[src/rtl/lap_controller_pkg.sv]
// Shared constants for the stopwatch lap/split controller: FSM state codes and
// default buffer geometry.
package stopwatch_pkg;

    localparam logic [1:0] S_IDLE   = 2'd0;
    localparam logic [1:0] S_RUN    = 2'd1;
    localparam logic [1:0] S_STOP   = 2'd2;
    localparam logic [1:0] S_RECALL = 2'd3;

    localparam int DEPTH_DEFAULT = 8;
    localparam int AW_DEFAULT    = 3;
    localparam int TW_DEFAULT    = 16;

endpackage

[src/rtl/lap_controller_if.sv]
// Button/counter/display bundle between the lap controller and its neighbours.
interface lap_controller_if
    import stopwatch_pkg::*;
#(
    parameter int AW = AW_DEFAULT,
    parameter int TW = TW_DEFAULT
);
    logic          start_pulse;
    logic          lap_pulse;
    logic [TW-1:0] time_in;
    logic          clr;
    logic          count;
    logic          disp_sel;
    logic [TW-1:0] disp_time;
    logic [AW:0]   lap_idx;
    logic [AW:0]   lap_cnt;
    logic          full;

    modport master (
        output start_pulse, lap_pulse, time_in,
        input  clr, count, disp_sel, disp_time, lap_idx, lap_cnt, full
    );

    modport slave (
        input  start_pulse, lap_pulse, time_in,
        output clr, count, disp_sel, disp_time, lap_idx, lap_cnt, full
    );

endinterface

[src/rtl/lap_controller_buffer.sv]
// DEPTH x TW lap register file: one synchronous write port, one asynchronous
// read port, cleared to zero by reset.
module lap_buffer
    import stopwatch_pkg::*;
#(
    parameter int DEPTH = DEPTH_DEFAULT,
    parameter int AW    = AW_DEFAULT,
    parameter int TW    = TW_DEFAULT
) (
    input  logic          clk,
    input  logic          reset,
    input  logic          we_i,
    input  logic [AW-1:0] waddr_i,
    input  logic [TW-1:0] wdata_i,
    input  logic [AW-1:0] raddr_i,
    output logic [TW-1:0] rdata_o
);

    logic [TW-1:0] mem_q [DEPTH];

    always_ff @(posedge clk or posedge reset) begin
        if (reset) begin
            for (int i = 0; i < DEPTH; i++) mem_q[i] <= '0;
        end else if (we_i) begin
            mem_q[waddr_i] <= wdata_i;
        end
    end

    assign rdata_o = mem_q[raddr_i];

endmodule

[src/rtl/lap_controller.sv]
// Start/stop + lap/reset sequencer: drives counter clear/enable, captures lap
// times into lap_buffer and selects live or recalled time for the display.
module lap_controller
    import stopwatch_pkg::*;
#(
    parameter int DEPTH = DEPTH_DEFAULT,
    parameter int AW    = AW_DEFAULT,
    parameter int TW    = TW_DEFAULT
) (
    input  logic             clk,
    input  logic             reset,
    lap_controller_if.slave  bus
);

    localparam logic [AW:0] CNT_FULL = (AW+1)'(DEPTH);

    logic [1:0]    state_q, state_d;
    logic          clr_q, clr_d;
    logic          count_q, count_d;
    logic          disp_sel_q, disp_sel_d;
    logic [AW:0]   lap_idx_q, lap_idx_d;
    logic [AW:0]   lap_cnt_q, lap_cnt_d;
    logic [AW-1:0] rd_ptr_q, rd_ptr_d;
    logic          we;
    logic [TW-1:0] rdata;
    logic          last_lap;

    assign last_lap = ({1'b0, rd_ptr_q} + 1'b1) >= lap_cnt_q;

    always_comb begin
        state_d   = state_q;
        lap_cnt_d = lap_cnt_q;
        rd_ptr_d  = rd_ptr_q;
        we        = 1'b0;
        // start_pulse has priority: a coincident lap_pulse is dropped.
        case (state_q)
            S_IDLE: begin
                if (bus.start_pulse) begin
                    state_d   = S_RUN;
                    lap_cnt_d = '0;
                end
            end
            S_RUN: begin
                if (bus.start_pulse) begin
                    state_d = S_STOP;
                end else if (bus.lap_pulse && lap_cnt_q != CNT_FULL) begin
                    we        = 1'b1;
                    lap_cnt_d = lap_cnt_q + 1'b1;
                end
            end
            S_STOP: begin
                if (bus.start_pulse) begin
                    state_d = S_RUN;
                end else if (bus.lap_pulse) begin
                    state_d  = (lap_cnt_q != '0) ? S_RECALL : S_IDLE;
                    rd_ptr_d = '0;
                end
            end
            default: begin
                if (bus.start_pulse) begin
                    state_d  = S_STOP;
                    rd_ptr_d = '0;
                end else if (bus.lap_pulse) begin
                    if (last_lap) begin
                        state_d   = S_IDLE;
                        lap_cnt_d = '0;
                        rd_ptr_d  = '0;
                    end else begin
                        rd_ptr_d = rd_ptr_q + 1'b1;
                    end
                end
            end
        endcase

        clr_d      = (state_d == S_IDLE);
        count_d    = (state_d == S_RUN);
        disp_sel_d = (state_d == S_RECALL);
        lap_idx_d  = (state_d == S_RECALL) ? ({1'b0, rd_ptr_d} + 1'b1) : '0;
    end

    always_ff @(posedge clk or posedge reset) begin
        if (reset) begin
            state_q    <= S_IDLE;
            clr_q      <= 1'b1;
            count_q    <= 1'b0;
            disp_sel_q <= 1'b0;
            lap_idx_q  <= '0;
            lap_cnt_q  <= '0;
            rd_ptr_q   <= '0;
        end else begin
            state_q    <= state_d;
            clr_q      <= clr_d;
            count_q    <= count_d;
            disp_sel_q <= disp_sel_d;
            lap_idx_q  <= lap_idx_d;
            lap_cnt_q  <= lap_cnt_d;
            rd_ptr_q   <= rd_ptr_d;
        end
    end

    lap_buffer #(
        .DEPTH (DEPTH),
        .AW    (AW),
        .TW    (TW)
    ) u_buf (
        .clk     (clk),
        .reset   (reset),
        .we_i    (we),
        .waddr_i (lap_cnt_q[AW-1:0]),
        .wdata_i (bus.time_in),
        .raddr_i (rd_ptr_q),
        .rdata_o (rdata)
    );

    assign bus.clr       = clr_q;
    assign bus.count     = count_q;
    assign bus.disp_sel  = disp_sel_q;
    assign bus.lap_idx   = lap_idx_q;
    assign bus.lap_cnt   = lap_cnt_q;
    assign bus.full      = (lap_cnt_q == CNT_FULL);
    assign bus.disp_time = disp_sel_q ? rdata : bus.time_in;

endmodule

[src/flat_wrapper.sv]
// flat-port wrapper written by rule: the top's interface ports become plain ports
module lap_controller_flat import stopwatch_pkg::*;
#(
    parameter int DEPTH = DEPTH_DEFAULT,
    parameter int AW    = AW_DEFAULT,
    parameter int TW    = TW_DEFAULT
)
  (clk, reset, bus_start_pulse, bus_lap_pulse, bus_time_in, bus_clr, bus_count, bus_disp_sel, bus_disp_time, bus_lap_idx, bus_lap_cnt, bus_full);
  lap_controller_if #(.AW(AW), .TW(TW)) bus_i ();
  input  logic clk;
  input  logic reset;
  input wire logic [$bits(bus_i.start_pulse)-1:0] bus_start_pulse;
  input wire logic [$bits(bus_i.lap_pulse)-1:0] bus_lap_pulse;
  input wire logic [$bits(bus_i.time_in)-1:0] bus_time_in;
  output wire logic [$bits(bus_i.clr)-1:0] bus_clr;
  output wire logic [$bits(bus_i.count)-1:0] bus_count;
  output wire logic [$bits(bus_i.disp_sel)-1:0] bus_disp_sel;
  output wire logic [$bits(bus_i.disp_time)-1:0] bus_disp_time;
  output wire logic [$bits(bus_i.lap_idx)-1:0] bus_lap_idx;
  output wire logic [$bits(bus_i.lap_cnt)-1:0] bus_lap_cnt;
  output wire logic [$bits(bus_i.full)-1:0] bus_full;
  assign bus_i.start_pulse = bus_start_pulse;
  assign bus_i.lap_pulse = bus_lap_pulse;
  assign bus_i.time_in = bus_time_in;
  assign bus_clr = bus_i.clr;
  assign bus_count = bus_i.count;
  assign bus_disp_sel = bus_i.disp_sel;
  assign bus_disp_time = bus_i.disp_time;
  assign bus_lap_idx = bus_i.lap_idx;
  assign bus_lap_cnt = bus_i.lap_cnt;
  assign bus_full = bus_i.full;
  lap_controller #(.DEPTH(DEPTH), .AW(AW), .TW(TW)) u_core (.clk(clk), .reset(reset), .bus(bus_i));
endmodule
[config.mk]
export PLATFORM = sky130hd
export DESIGN_NAME = lap_controller_flat
export DESIGN_NICKNAME = d
export VERILOG_FILES = /design/src/rtl/lap_controller_pkg.sv /design/src/rtl/lap_controller_if.sv /design/src/rtl/lap_controller_buffer.sv /design/src/rtl/lap_controller.sv /design/src/flat_wrapper.sv
export SDC_FILE = /design/constraint.sdc
export NUM_CORES = 1
export LEC_CHECK = 0
export CORE_MARGIN = 2
export CORE_UTILIZATION = 64
export CTS_BUF_LIST = sky130_fd_sc_hd__clkbuf_4 sky130_fd_sc_hd__clkbuf_8 sky130_fd_sc_hd__clkbuf_16
export DETAILED_ROUTE_END_ITERATION = 7
export GPL_TIMING_DRIVEN = 0
export PLACE_DENSITY = 0.86
export SYNTH_ARGS = -nofsm -noshare
export SYNTH_HDL_FRONTEND = slang
export SYNTH_SLANG_ARGS = --single-unit
[constraint.sdc]
create_clock -name clk -period 13 [get_ports clk]
set_input_delay 1.95 -clock clk [delete_from_list [all_inputs] [get_ports clk]]
set_output_delay 1.95 -clock clk [all_outputs]
set_load 0.05 [all_outputs]
==> results of run 1 <==
## metrics by stage
stage          hold WS (ns)  instance area (um^2)  instances
2_1_floorplan         0.459                  7030        472
6_report              0.494                  8320        692
3_3_place_gp          0.468                  7680        659
3_5_place_dp          0.480                  7710        660
5_1_grt               0.511                  8320        692
4_1_cts               0.495                  8320        692
## cells in the mapped netlist (2+ instances only)
library cell and instances:
a211oi_1 2, a21oi_1 20, and3_1 4, and3b_1 2, buf_2 6, buf_4 2
buf_6 4, buf_8 3, clkbuf_1 15, dfrtp_1 143, ha_1 7, inv_1 9
mux2_1 14, mux2_2 86, mux2_4 30, mux2i_1 16, mux4_2 32, nand2_1 7
nand2b_1 4, nand3_1 3, nor2_1 24, nor2b_1 3, nor3_1 2, nor3_4 2
nor4_4 3, o21ai_0 8, o2bb2ai_1 2
## registers in the layout, summed over array words and instances, names as in the netlist
| signal | cells |
|---|---|
| u_core.state_q | 2 |
| u_core.bus.lap_idx | 4 |
| u_core.bus.lap_cnt | 4 |
| u_core.rd_ptr_q | 3 |
| u_core.bus.disp_sel | 1 |
| u_core.u_buf.mem_q | 128 |
| u_core.bus.clr | 1 |
| u_core.bus.count | 1 |
## kinds of logic (layout without fill, tap and decap cells)
logic type | Yosys count | count (layout) | synth area share, %
fa+ha+maj | 7 | 7 | 1.25
buf+inv | 39 | 119 | 3.20
compound gates | 40 | 40 | 3.45
xor+xnor | 2 | 2 | 0.249
flops | 144 | 144 | 51.3
simple gates | 62 | 62 | 5.62
mux | 178 | 178 | 35.0
## routing by layer
metal / global-route usage [%] / up-vias / part of all wire (%)
met5: 0 / - / 0
met4: 12.4 / 0 / 2.7
met3: 6.69 / 32 / 4.5
met2: 44.1 / 117 / 50
met1: 37.8 / 2259 / 43
li1: - / 1893 / -
## power by group through the flow
stage | combinational [mW] | clock [mW] | sequential, mW
after floorplan | 0.312 | 0 | 0.601
after global placement | 0.438 | 0 | 0.579
after detailed placement | 0.453 | 0 | 0.587
after CTS | 0.459 | 0.509 | 0.582
after global routing | 0.490 | 0.530 | 0.591
final | 0.457 | 0.503 | 0.583
## worst register-to-register path: cells and delay by family (launching register included)
family | cells | cell delay (ns)
adder cells (fa/ha/maj) | 1 | 0.28
buffers and inverters | 2 | 1.40
AND/OR/NAND/NOR | 2 | 0.35
XOR/XNOR | 1 | 0.27
flip-flops | 1 | 0.38
AO/OA/AOI/OAI | 3 | 0.88
## area by class of cell
| cell class | count | area (um^2) |
|---|---|---|
| Buffer | 30 | 191 |
| Clock buffer | 21 | 450 |
| Clock inverter | 11 | 163 |
| Fill cell | 622 | 2470 |
| Inverter | 9 | 38.8 |
| Multi-Input combinational cell | 289 | 3200 |
| Sequential cell | 144 | 3600 |
| Tap cell | 140 | 175 |
| Timing Repair Buffer | 48 | 498 |
## how the worst max path moves through the flow
stage	from	end	slack, ns	cells after the start
floorplan	reset	u_core.bus.count	7.19	1
global placement	reset	u_core.u_buf.mem_q[35]	5.54	2
detailed placement	bus_time_in[6]	bus_disp_time[6]	7.34	4
CTS	bus_time_in[6]	bus_disp_time[6]	7.34	4
global route	bus_time_in[1]	bus_disp_time[1]	7.27	4
finish	bus_time_in[15]	bus_disp_time[15]	7.31	4
## cell usage in the layout, fill, tap and decap left out, types with 5 or more instances in the layout
master           instances
clkinv_2                 5
nand2_1                  7
a21oi_1                 20
buf_2                    6
mux2_1                  14
clkdlybuf4s50_1         47
clkbuf_1                15
inv_1                    8
clkbuf_16               16
nor2_1                  24
mux2_4                  30
mux2i_1                 16
dfrtp_1                143
ha_1                     7
o21ai_0                  8
mux2_2                  86
mux4_2                  32
==> flow_summary.ini, run 1 <==
[die]
io_pins = 48
core-area_mm2 = 0.0108
start_util_pct = 65.1
die_h_um = 109
die_w_um = 109
die_area_mm2 = 0.0118
rows = 38

[clocking]
holdBufCountCts = 0
cts_buffer_depth = 2
cts_htree_levels = 4
cts_tree = built
clkSinkCount = 144
insertion_delay_ns = 0.53
cts_resized = 0
path_clk_slew_ns = 0.06
cts_buffers = 17
cts_setup_buffers = 0
clock-root-buffer = clkbuf_8

[worst_setup_path]
critPathCaptureType = primary output
crit_type = input port to primary output
r2r_slack_ns = 9.37
crit_arrival_ns = 3.74
rr_startpoint = u_core.rd_ptr_q[2]
worstPathMaxFanout = 9
cp.required_ns = 11.05
slowest_delay_ns = 0.85
r2r_end = u_core.bus.lap_idx[3]
crit_top_cell = clkdlybuf4s50_1
crit_chain = clkdlybuf4s50_1 -> nor2_1 -> a21oi_1 -> clkdlybuf4s50_1
cp.buffers_inverters = 2
cpLargestDelayFamily = buffers and inverters
crit_path_top_delay_cell = clkdlybuf4s50_1
worstRegToRegCells = 9
start_kind = input port

[route]
vias = 4301
drt-total-wl_um = 15200
drc = 0
dr.pass1.iters = 4
wl_per_cell_um = 22.0
final_antenna_net_count = 0
viasPerCell = 6.22
drt_iter0_drc = 207

[worst_hold_path]
hp-start = u_core.u_buf.mem_q[55]
min_to = u_core.u_buf.mem_q[55]
hold_path_class = flip-flop to flip-flop
holdPathStages = 1

[synth]
synth_top_area_share_pct = 50.9
ys.flop_type = dfrtp_1
synth_cells = 472
synth_edf_count = 0
yosysSeqAreaShare_pct = 51.3
avgSynthCellArea_um2 = 14.9
synth_area_leaders = dfrtp_1, mux2_2, mux4_2
syn_area_mm2 = 0.00703
ys_ff_latch = 144
synth_top_cell_by_area = dfrtp_1
async_flop_share_pct = 100
synth.net_count = 499
synth_cell_type_count = 46
yosys_warnings = 0

[timing]
fin_crit_sh_pct = 43.8
timing.fmax_mhz = 176
layout_setup_ws_ns = 7.31
worst_slew_pin_slew_ns = 0.929
hold_violations = 0
slew_headroom_pct = 38.1
grt_setup_unrepaired = no
fin_tns_setup_ns = 0
skew_ns = 0.00485
fin_crit_ns = 5.69
setup_viol = 0
slew_viol_final = 0

[global_routing]
grt_antenna_before_repair = 0
grt_pass1_wl_um = 24100
grt-ovfl-total = 0
grt_max_degree = 104
grt_usage_pct = 28.1
grt_pass1_vias = 4539

[placement]
gp_congestion = 0.807
dp_hpwl_um = 9480
port-buffer-count = 47
dp_slack_ns = 7.34

[power_and_ir_drop]
swShare_pct = 31.4
leakagePower_nw = 3.78
p_total_mw = 1.54
irDropWorstVdd_mv = 0.132
p_comb_share_pct = 29.6
switchingPower_mw = 0.484
p_int_mw = 1.06
p_seq_share_pct = 37.7
p_per_area_mw_per_mm2 = 185
p_clk_share_pct = 32.6

[layout]
layout-drive-gt1-share_pct = 37.5
final_nets = 566
final_core_util_pct = 77.1
antenna_cells = 0
area_delta_synth_final_pct = 18.4

[run_status]
status = complete, no violations

[run]
max_cap_viol_count = 0
Note: power is estimated with default switching activity, not from simulation.
==> run 2, diff against run 1 <==
- CORE_UTILIZATION: 64 -> 53
- PLACE_DENSITY: 0.86 -> 0.76
- clock period: 13 -> 4.9 ns (I/O delays scaled with it)
==> run 2 against run 1 <==
Effect of this change: sequential share of layout area about the same; register-to-register slack worse by 8.1 ns; setup slack worse by 6.6 ns; routed wire length shrank 3.3%; utilization fell by 13 points; die area increased by 20%; flip-flop and latch count is the same; combinational power grew to 2.6 times the previous value; global-route usage fell by 5.2 points.
==> flow_summary.ini, run 2 (synthesis gave the netlist of run 1 again) <==
[power_and_ir_drop]
p_total_mw = 3.98
p_per_area_mw_per_mm2 = 478
irDropWorstVdd_mv = 0.309
leakagePower_nw = 3.76

[worst_setup_path]
cp.buffers_inverters = 3
crit_path_top_delay_cell = clkdlybuf4s50_1
cpLargestDelayFamily = buffers and inverters
start_kind = flip-flop
worstPathMaxFanout = 10
slowest_delay_ns = 0.84
crit_top_cell = clkbuf_1
crit_type = flip-flop to primary output
crit_arrival_ns = 3.41
crit_chain = clkbuf_1 -> clkbuf_1 -> mux2i_1 -> a21oi_1 -> clkdlybuf4s50_1
critPathCaptureType = primary output
cp.required_ns = 4.16

[clocking]
path_clk_slew_ns = 0.06
cts_htree_levels = 4
cts_setup_buffers = 0
holdBufCountCts = 0
cts_tree = built
cts_resized = 0
insertion_delay_ns = 0.42
cts_buffer_depth = 2
clkSinkCount = 144
cts_buffers = 17
clock-root-buffer = clkbuf_16

[placement]
dp_slack_ns = 1.21
dp_hpwl_um = 9500
gp_congestion = 0.792
place_inst = 696
port-buffer-count = 47
dpl_cell_area_mm2 = 0.00775

[layout]
stdcell_area_mm2 = 0.00833
layout_commonest_cell = dfrtp_1
largest_register = u_core.u_buf.mem_q
fillers = 942
largest_reg_flops = 128
layout_common_cells = dfrtp_1, mux2_2, clkdlybuf4s50_1
final_nets = 566
layout-drive-gt1-share_pct = 37.5
area_delta_synth_final_pct = 18.4
final_cells = 728
antenna_cells = 0
final_core_util_pct = 63.6

[route]
final_antenna_net_count = 0
viasPerCell = 5.77
drt_iter0_drc = 356
drc = 0
drt-total-wl_um = 14700
dr.pass1.iters = 4
wl_per_cell_um = 20.2
vias = 4198

[run]
max_cap_viol_count = 0

[die]
die_w_um = 119
die_h_um = 119
start_util_pct = 53.7
die_area_mm2 = 0.0142
io_pins = 48
core-area_mm2 = 0.0131
rows = 42

[global_routing]
grt_antenna_before_repair = 0
grt_pass1_vias = 4520
grt-ovfl-total = 0
grt_pass1_wl_um = 24500
grt_max_degree = 97
grt_usage_pct = 22.9

[timing]
hold-worst-slack_ns = 0.490
hold_violations = 0
fin_crit_ns = 4.14
skew_ns = 0.00898
fin_crit_sh_pct = 84.5
grt_setup_unrepaired = no
worst_slew_pin_slew_ns = 0.916
slew_headroom_pct = 38.9
layout_setup_ws_ns = 0.758
timing.fmax_mhz = 241
fin_tns_setup_ns = 0
setup_viol = 0
slew_viol_final = 0

[run_status]
status = complete, no violations

[worst_hold_path]
hold_path_class = flip-flop to flip-flop
run 2: cell count changes in the layout (fill, tap and decap cells not counted), sizes merged:
| cell | change |
|---|---|
| clkinv | +1 |
| clkinvlp | +1 |
| clkbuf | +1 |
| bufinv | -3 |
run 2: cell type report:
cell class,count,area (um^2),area share [%]
inverters,9,38.8,0.466
clock buffers,22,488,5.86
plain buffers,30,191,2.30
multi-input cells,289,3200,38.4
repair buffers,48,498,5.98
well taps,176,220,2.64
clock inverters,10,85.1,1.02
flip-flops and latches,144,3600,43.3
run 2: path summary, 6_finish.rpt:
check                                  startpoint  depth (start not counted)  slack, ns                 endpoint
setup / recovery               u_core.rd_ptr_q[2]                          5       0.76        bus_disp_time[10]
hold / removal             u_core.u_buf.mem_q[54]                          1       0.49   u_core.u_buf.mem_q[54]
setup reg to reg               u_core.rd_ptr_q[2]                          9       1.29    u_core.bus.lap_idx[3]
hold reg to reg            u_core.u_buf.mem_q[54]                          1       0.49   u_core.u_buf.mem_q[54]
max in group asynchronous                   reset                          3       3.36           u_core.bus.clr
min in group asynchronous                   reset                          2       0.72  u_core.u_buf.mem_q[124]
run 2: worst reg2reg max path: stages (launching register included):
cell and delay (ns):
dfrtp_1 0.35, clkbuf_1 0.64, clkbuf_1 0.76, and3_1 0.29
ha_1 0.26, o211a_1 0.14, a221o_1 0.42, o2bb2ai_1 0.32
and3_1 0.22, nor2b_1 0.14
run 2: power by group:
group          switching (mW)  internal (mW)
combinational           0.665          0.536
sequential              0.122           1.42
clock                   0.484          0.753
run 2: layer usage:
metal,share of wire (%),track usage [%],wire length (um)
met1,45,31.9,6670
met2,50,35.6,7300
met3,3.4,5.99,506
met4,1.5,7.07,224
met5,0,0,0
